--- config.mk ---
export PLATFORM = sky130hd
export DESIGN_NAME = nn_program_sequencer
export DESIGN_NICKNAME = d
export VERILOG_FILES = /design/src/rtl/nn_program_sequencer.sv
export SDC_FILE = /design/constraint.sdc
export NUM_CORES = 1
export LEC_CHECK = 0
export ABC_AREA = 0
export CAP_MARGIN = 20
export CORE_ASPECT_RATIO = 1.4
export CORE_UTILIZATION = 51
export DETAILED_ROUTE_END_ITERATION = 10
export PLACE_DENSITY = 0.91
export SETUP_SLACK_MARGIN = 0.4
export SLEW_MARGIN = 10
export SYNTH_ARGS = -nofsm -noshare
export SYNTH_HDL_FRONTEND = slang
export SYNTH_SLANG_ARGS = --single-unit
--- constraint.sdc ---
create_clock -name clk -period 2.3 [get_ports clk]
set_input_delay 0.345 -clock clk [delete_from_list [all_inputs] [get_ports clk]]
set_output_delay 0.345 -clock clk [all_outputs]
set_load 0.03 [all_outputs]
--- src/rtl/nn_program_sequencer.sv ---
// Walks the instruction RAM layer list and issues one descriptor per layer.
// Optional NN_SEQ_PERF_EN adds a saturating busy-cycle counter (perf_cycles).
module nn_program_sequencer #(
    parameter int ADDR_WIDTH = 8,
    parameter int DATA_WIDTH = 8,
    parameter int MEM_DEPTH = 5,
    parameter logic [DATA_WIDTH-1:0] END_OF_PROGRAM = 8'hFF
) (
    input  logic                  clk,
    input  logic                  rst,
    input  logic                  start,
    output logic                  busy,
    output logic                  done,
    output logic                  error,
    output logic [1:0]            error_code,
    output logic [ADDR_WIDTH-1:0] imem_addr,
    output logic                  imem_en,
    input  logic [DATA_WIDTH-1:0] imem_data,
    output logic                  layer_valid,
    input  logic                  layer_ready,
    output logic [DATA_WIDTH-1:0] layer_in_size,
    output logic [DATA_WIDTH-1:0] layer_out_size,
    output logic [ADDR_WIDTH-1:0] layer_idx,
    input  logic                  layer_done,
    output logic [ADDR_WIDTH-1:0] layers_run
`ifdef NN_SEQ_PERF_EN
    ,
    output logic [15:0]           perf_cycles
`endif
);

    localparam logic [ADDR_WIDTH-1:0] LAST_ADDR = ADDR_WIDTH'(MEM_DEPTH - 1);

    typedef enum logic [2:0] {
        S_IDLE,
        S_FETCH_IN,
        S_FETCH_OUT,
        S_ISSUE,
        S_WAIT_DONE,
        S_FINISH,
        S_ERROR
    } state_e;

    state_e                state_q, state_d;
    logic [ADDR_WIDTH-1:0] pc_q, pc_d;
    logic [ADDR_WIDTH-1:0] addr_q, addr_d;
    logic [ADDR_WIDTH-1:0] idx_q, idx_d;
    logic [ADDR_WIDTH-1:0] run_q, run_d;
    logic [DATA_WIDTH-1:0] in_q, in_d;
    logic [DATA_WIDTH-1:0] out_q, out_d;
    logic [1:0]            code_q, code_d;
    logic                  err_q, err_d;
    logic                  busy_q, busy_d;
    logic                  done_q, done_d;
    logic                  valid_q, valid_d;
    logic                  en_q, en_d;

    always_comb begin
        state_d = state_q;
        pc_d    = pc_q;
        idx_d   = idx_q;
        run_d   = run_q;
        in_d    = in_q;
        out_d   = out_q;
        code_d  = code_q;
        err_d   = err_q;
        unique case (state_q)
            S_IDLE: begin
                if (start) begin
                    pc_d    = '0;
                    idx_d   = '0;
                    run_d   = '0;
                    err_d   = 1'b0;
                    code_d  = 2'd0;
                    state_d = S_FETCH_IN;
                end
            end
            S_FETCH_IN: begin
                if (imem_data == END_OF_PROGRAM) begin
                    err_d   = 1'b1;
                    code_d  = 2'd1;
                    state_d = S_ERROR;
                end else if (imem_data == '0) begin
                    err_d   = 1'b1;
                    code_d  = 2'd2;
                    state_d = S_ERROR;
                end else begin
                    in_d    = imem_data;
                    pc_d    = pc_q + 1'b1;
                    state_d = S_FETCH_OUT;
                end
            end
            S_FETCH_OUT: begin
                if (imem_data == END_OF_PROGRAM) begin
                    if (idx_q == '0) begin
                        err_d   = 1'b1;
                        code_d  = 2'd1;
                        state_d = S_ERROR;
                    end else begin
                        state_d = S_FINISH;
                    end
                end else if (imem_data == '0) begin
                    err_d   = 1'b1;
                    code_d  = 2'd2;
                    state_d = S_ERROR;
                end else begin
                    out_d   = imem_data;
                    state_d = S_ISSUE;
                end
            end
            S_ISSUE: begin
                if (layer_ready) state_d = S_WAIT_DONE;
            end
            S_WAIT_DONE: begin
                if (layer_done) begin
                    run_d = run_q + 1'b1;
                    if (pc_q == LAST_ADDR) begin
                        err_d   = 1'b1;
                        code_d  = 2'd3;
                        state_d = S_ERROR;
                    end else begin
                        // Output size chains into the next layer's input.
                        in_d    = out_q;
                        idx_d   = idx_q + 1'b1;
                        pc_d    = pc_q + 1'b1;
                        state_d = S_FETCH_OUT;
                    end
                end
            end
            S_FINISH: state_d = S_IDLE;
            S_ERROR:  state_d = S_IDLE;
            default:  state_d = S_IDLE;
        endcase
        busy_d  = (state_d != S_IDLE);
        done_d  = (state_d == S_FINISH);
        valid_d = (state_d == S_ISSUE);
        en_d    = (state_d == S_FETCH_IN) || (state_d == S_FETCH_OUT);
        addr_d  = en_d ? pc_d : '0;
    end

    always_ff @(posedge clk) begin
        if (rst) begin
            state_q <= S_IDLE;
            pc_q    <= '0;
            addr_q  <= '0;
            idx_q   <= '0;
            run_q   <= '0;
            in_q    <= '0;
            out_q   <= '0;
            code_q  <= 2'd0;
            err_q   <= 1'b0;
            busy_q  <= 1'b0;
            done_q  <= 1'b0;
            valid_q <= 1'b0;
            en_q    <= 1'b0;
        end else begin
            state_q <= state_d;
            pc_q    <= pc_d;
            addr_q  <= addr_d;
            idx_q   <= idx_d;
            run_q   <= run_d;
            in_q    <= in_d;
            out_q   <= out_d;
            code_q  <= code_d;
            err_q   <= err_d;
            busy_q  <= busy_d;
            done_q  <= done_d;
            valid_q <= valid_d;
            en_q    <= en_d;
        end
    end

    assign busy           = busy_q;
    assign done           = done_q;
    assign error          = err_q;
    assign error_code     = code_q;
    assign imem_addr      = addr_q;
    assign imem_en        = en_q;
    assign layer_valid    = valid_q;
    assign layer_in_size  = in_q;
    assign layer_out_size = out_q;
    assign layer_idx      = idx_q;
    assign layers_run     = run_q;

`ifdef NN_SEQ_PERF_EN
    logic [15:0] perf_q, perf_d;

    always_comb begin
        perf_d = perf_q;
        if (state_q == S_IDLE) begin
            if (start) perf_d = 16'd0;
        end else if (perf_q != 16'hFFFF) begin
            perf_d = perf_q + 16'd1;
        end
    end

    always_ff @(posedge clk) begin
        if (rst) perf_q <= 16'd0;
        else     perf_q <= perf_d;
    end

    assign perf_cycles = perf_q;
`endif

endmodule

==> flow_summary.ini, run 1 <==
[sta]
hold_slack_ns = 0.473
period_share_pct = 90.9
worstMarginPinSlew_ns = 0.462
relSlewSlack_pct = 68.9
max_freq_ghz = 0.478
period_minus_slack_ns = 2.09
grt_setup_unrepaired = yes
setup_viol = 0
maxSlewViolCount = 0
skew_ns = 0.0138
hold_viol = 0

[floorplan]
fp-row-count = 31
die_h_um = 90.7
coreArea_um2 = 5280
start_util_pct = 54.3
die_x_um = 65.3
io_pins = 60
die-area_um2 = 5920

[clocking]
cts_sinks = 58
clk_pin_slew_ns = 0.07
root_buffer = clkbuf_8
cts_buffer_depth = 2
cts_hold_buf = 0
insertion_delay_ns = 0.36
cts_max_level = 3
cts_tree = built
cts_buffers = 9

[worst_setup_path]
crit_chain = nand2b_1, nand2b_1, nor3_4, buf_4, o2111ai_1, a2111oi_4
worstPathArrival_ns = 2.33
critPathKind = reg -> reg
endpoint_kind = register
startpoint_type = register
critPathMaxFanout = 17
critPathTopFamily = compound AO/OA/AOI/OAI gates
critPathBufInv = 1
slowest_stage = a2111oi_4
slowest_delay_ns = 0.42
cp.required_ns = 2.54
path_common_cell = nand2b_1

[synthesis]
yosys.cell_count.top_type = dfxtp_1
postSynthAreaPerCell_um2 = 8.47
synth_nets = 356
ys.warnings.count = 0
ys_ff_latch = 58
ys_seq_area_share_pct = 40.6
synth_largest_area_cell = dfxtp_1
synthArstFlopShare_pct = 0
synth-edff-count = 0
synth_top_cell_area_share_pct = 40.6
synth-main-ff-cell = dfxtp_1
syn-cell-area_um2 = 2860
netlist_instances = 338
post_synth_most_frequent_cells = dfxtp_1 (58), nor2_1 (37), nand2_1 (35), a21oi_1 (25), nor3_1 (17)
synth_area_leaders = dfxtp_1 (41%), nor2_1 (4.9%), nand2_1 (4.6%)
synth.distinct_cells = 53

[detailed_routing]
routed_wl_um = 11200
drtIter0Drc = 382
vias = 3452
drc_errors = 0
wl_per_cell_um = 21.7
vias_per_cell = 6.69
antenna_left = 0
drt_pass1_iterations = 6

[global_route]
overflow = 0
grt_use_total_pct = 34.9
grt_pass1_vias = 3394
grt_max_degree = 23
antenna_found_initial = 0
grt_pass1_wl_um = 15900

[cells_and_area]
final_cell_area_um2 = 4410
nNetsFinal = 464
layout-drive-gt1-share_pct = 30.0
area_delta_synth_final_pct = 54.1
antenna-diode-count = 0
filler_cell_count = 270

[placed_design]
io_buffers = 59
place.detailed.hpwl_um = 5770
placed_area_um2 = 3780
place.gp.congestion = 0.889

[pwr]
power_density_nw_per_um2 = 678
ir_drop_mv = 0.579
leakage_nw = 1.71

[min_path]
hold_class = reg -> reg

[run]
drv_cap = 0

[status]
outcome = finished, final reports clean
## worst paths after layout
check / startpoint / end / slack (ns) / depth (start not counted)
worst max-delay path: state_q[2]$_SDFF_PP0_ / imem_addr[3]$_SDFF_PP0_ / 0.21 / 6
worst min-delay path: error$_SDFFE_PP0P_ / error$_SDFFE_PP0P_ / 0.47 / 2
worst max register to register: state_q[2]$_SDFF_PP0_ / imem_addr[3]$_SDFF_PP0_ / 0.21 / 6
worst min register to register: error$_SDFFE_PP0P_ / error$_SDFFE_PP0P_ / 0.47 / 2
## worst reg2reg max path, cell delays in order (launching register included)
cell and delay, ns:
dfxtp_4 0.41, nand2b_1 0.20, nand2b_1 0.25, nor3_4 0.23
buf_4 0.21, o2111ai_1 0.26, a2111oi_4 0.42
## layout by cell type, fill, tap and decap left out, types with 10 or more instances in the layout
| cell type | count |
|---|---|
| inv_1 | 11 |
| nand2_1 | 35 |
| nor3_1 | 11 |
| a21oi_1 | 20 |
| buf_4 | 52 |
| clkbuf_8 | 11 |
| nor2_1 | 35 |
| nand3_1 | 11 |
| clkdlybuf4s50_1 | 47 |
| dfxtp_1 | 50 |
| a311oi_2 | 10 |
## per-layer routing
layer	vias to the layer above	wire length [um]	track usage [%]
met5	-	0	0
met3	109	997	9.72
met2	295	5540	58.8
met4	0	911	25.0
met1	1589	3760	35.9
li1	1459	-	-
## power breakdown
group          total [W]  internal (W)  switching [W]
registers        0.00111       0.00106      0.0000473
logic           0.000799      0.000338       0.000461
clock network    0.00109      0.000662       0.000425
## repair_timing
| item | CTS | global route |
|---|---|---|
| resized for setup | 45 | 37 |
| setup endpoints to repair | 35 | 37 |
| pin swaps | 13 | 10 |
| buffers inserted | 12 | 4 |
## cells by family (layout without fill, tap and decap cells)
group / after synthesis / in the layout / share of synthesized area (%)
flip-flops: 58 / 58 / 40.6
AO/OA/AOI/OAI: 81 / 81 / 20.9
multiplexers: 7 / 7 / 2.49
adder cells (fa/ha/maj): 5 / 5 / 2.19
AND/OR/NAND/NOR: 141 / 141 / 24.7
buffers and inverters: 32 / 144 / 4.94
XOR/XNOR: 14 / 14 / 4.28
## stage by stage
stage / std cells / setup slack (ns) / power, W / util (%) / TNS [ns]
after global placement: 485 / -0.0689 / 0.00171 / 71.6 / -0.205
final: 516 / 0.209 / 0.00299 / 83.6 / 0
after global routing: 516 / 0.125 / 0.00308 / 83.6 / 0
after CTS: 512 / 0.326 / 0.00285 / 80.5 / 0
after floorplan: 338 / 0.402 / 0.00148 / - / 0
after detailed placement: 485 / -0.169 / 0.00173 / 71.6 / -0.859
## flip-flops by register name, summed over array words and instances (netlist names)
register,count
layer_out_size,8
state_q,3
layer_idx,8
layers_run,8
error_code,2
layer_in_size,8
pc_q,8
done,1
imem_en,1
busy,1
error,1
layer_valid,1
imem_addr,8
## cell type report
cell class	instances	area [um^2]	area share (%)
clock buffers	11	151	3.43
clock inverters	4	75.1	1.70
inverters	14	55.1	1.25
multi-input cells	248	1820	41.3
flip-flops and latches	58	1180	26.8
well taps	66	82.6	1.87
repair buffers	115	1040	23.6
No activity file was read; power rests on OpenSTA's default activity.
==> run 2, diff against run 1 <==
--- a/config.mk
+++ b/config.mk
@@ -12,7 +12,7 @@
 export DETAILED_ROUTE_END_ITERATION = 10
 export PLACE_DENSITY = 0.91
 export SETUP_SLACK_MARGIN = 0.4
-export SLEW_MARGIN = 10
+export SLEW_MARGIN = 25
 export SYNTH_ARGS = -nofsm -noshare
 export SYNTH_HDL_FRONTEND = slang
 export SYNTH_SLANG_ARGS = --single-unit
==> results of run 2 <==
Final layout, timing and power as in run 1 (identical DEF).
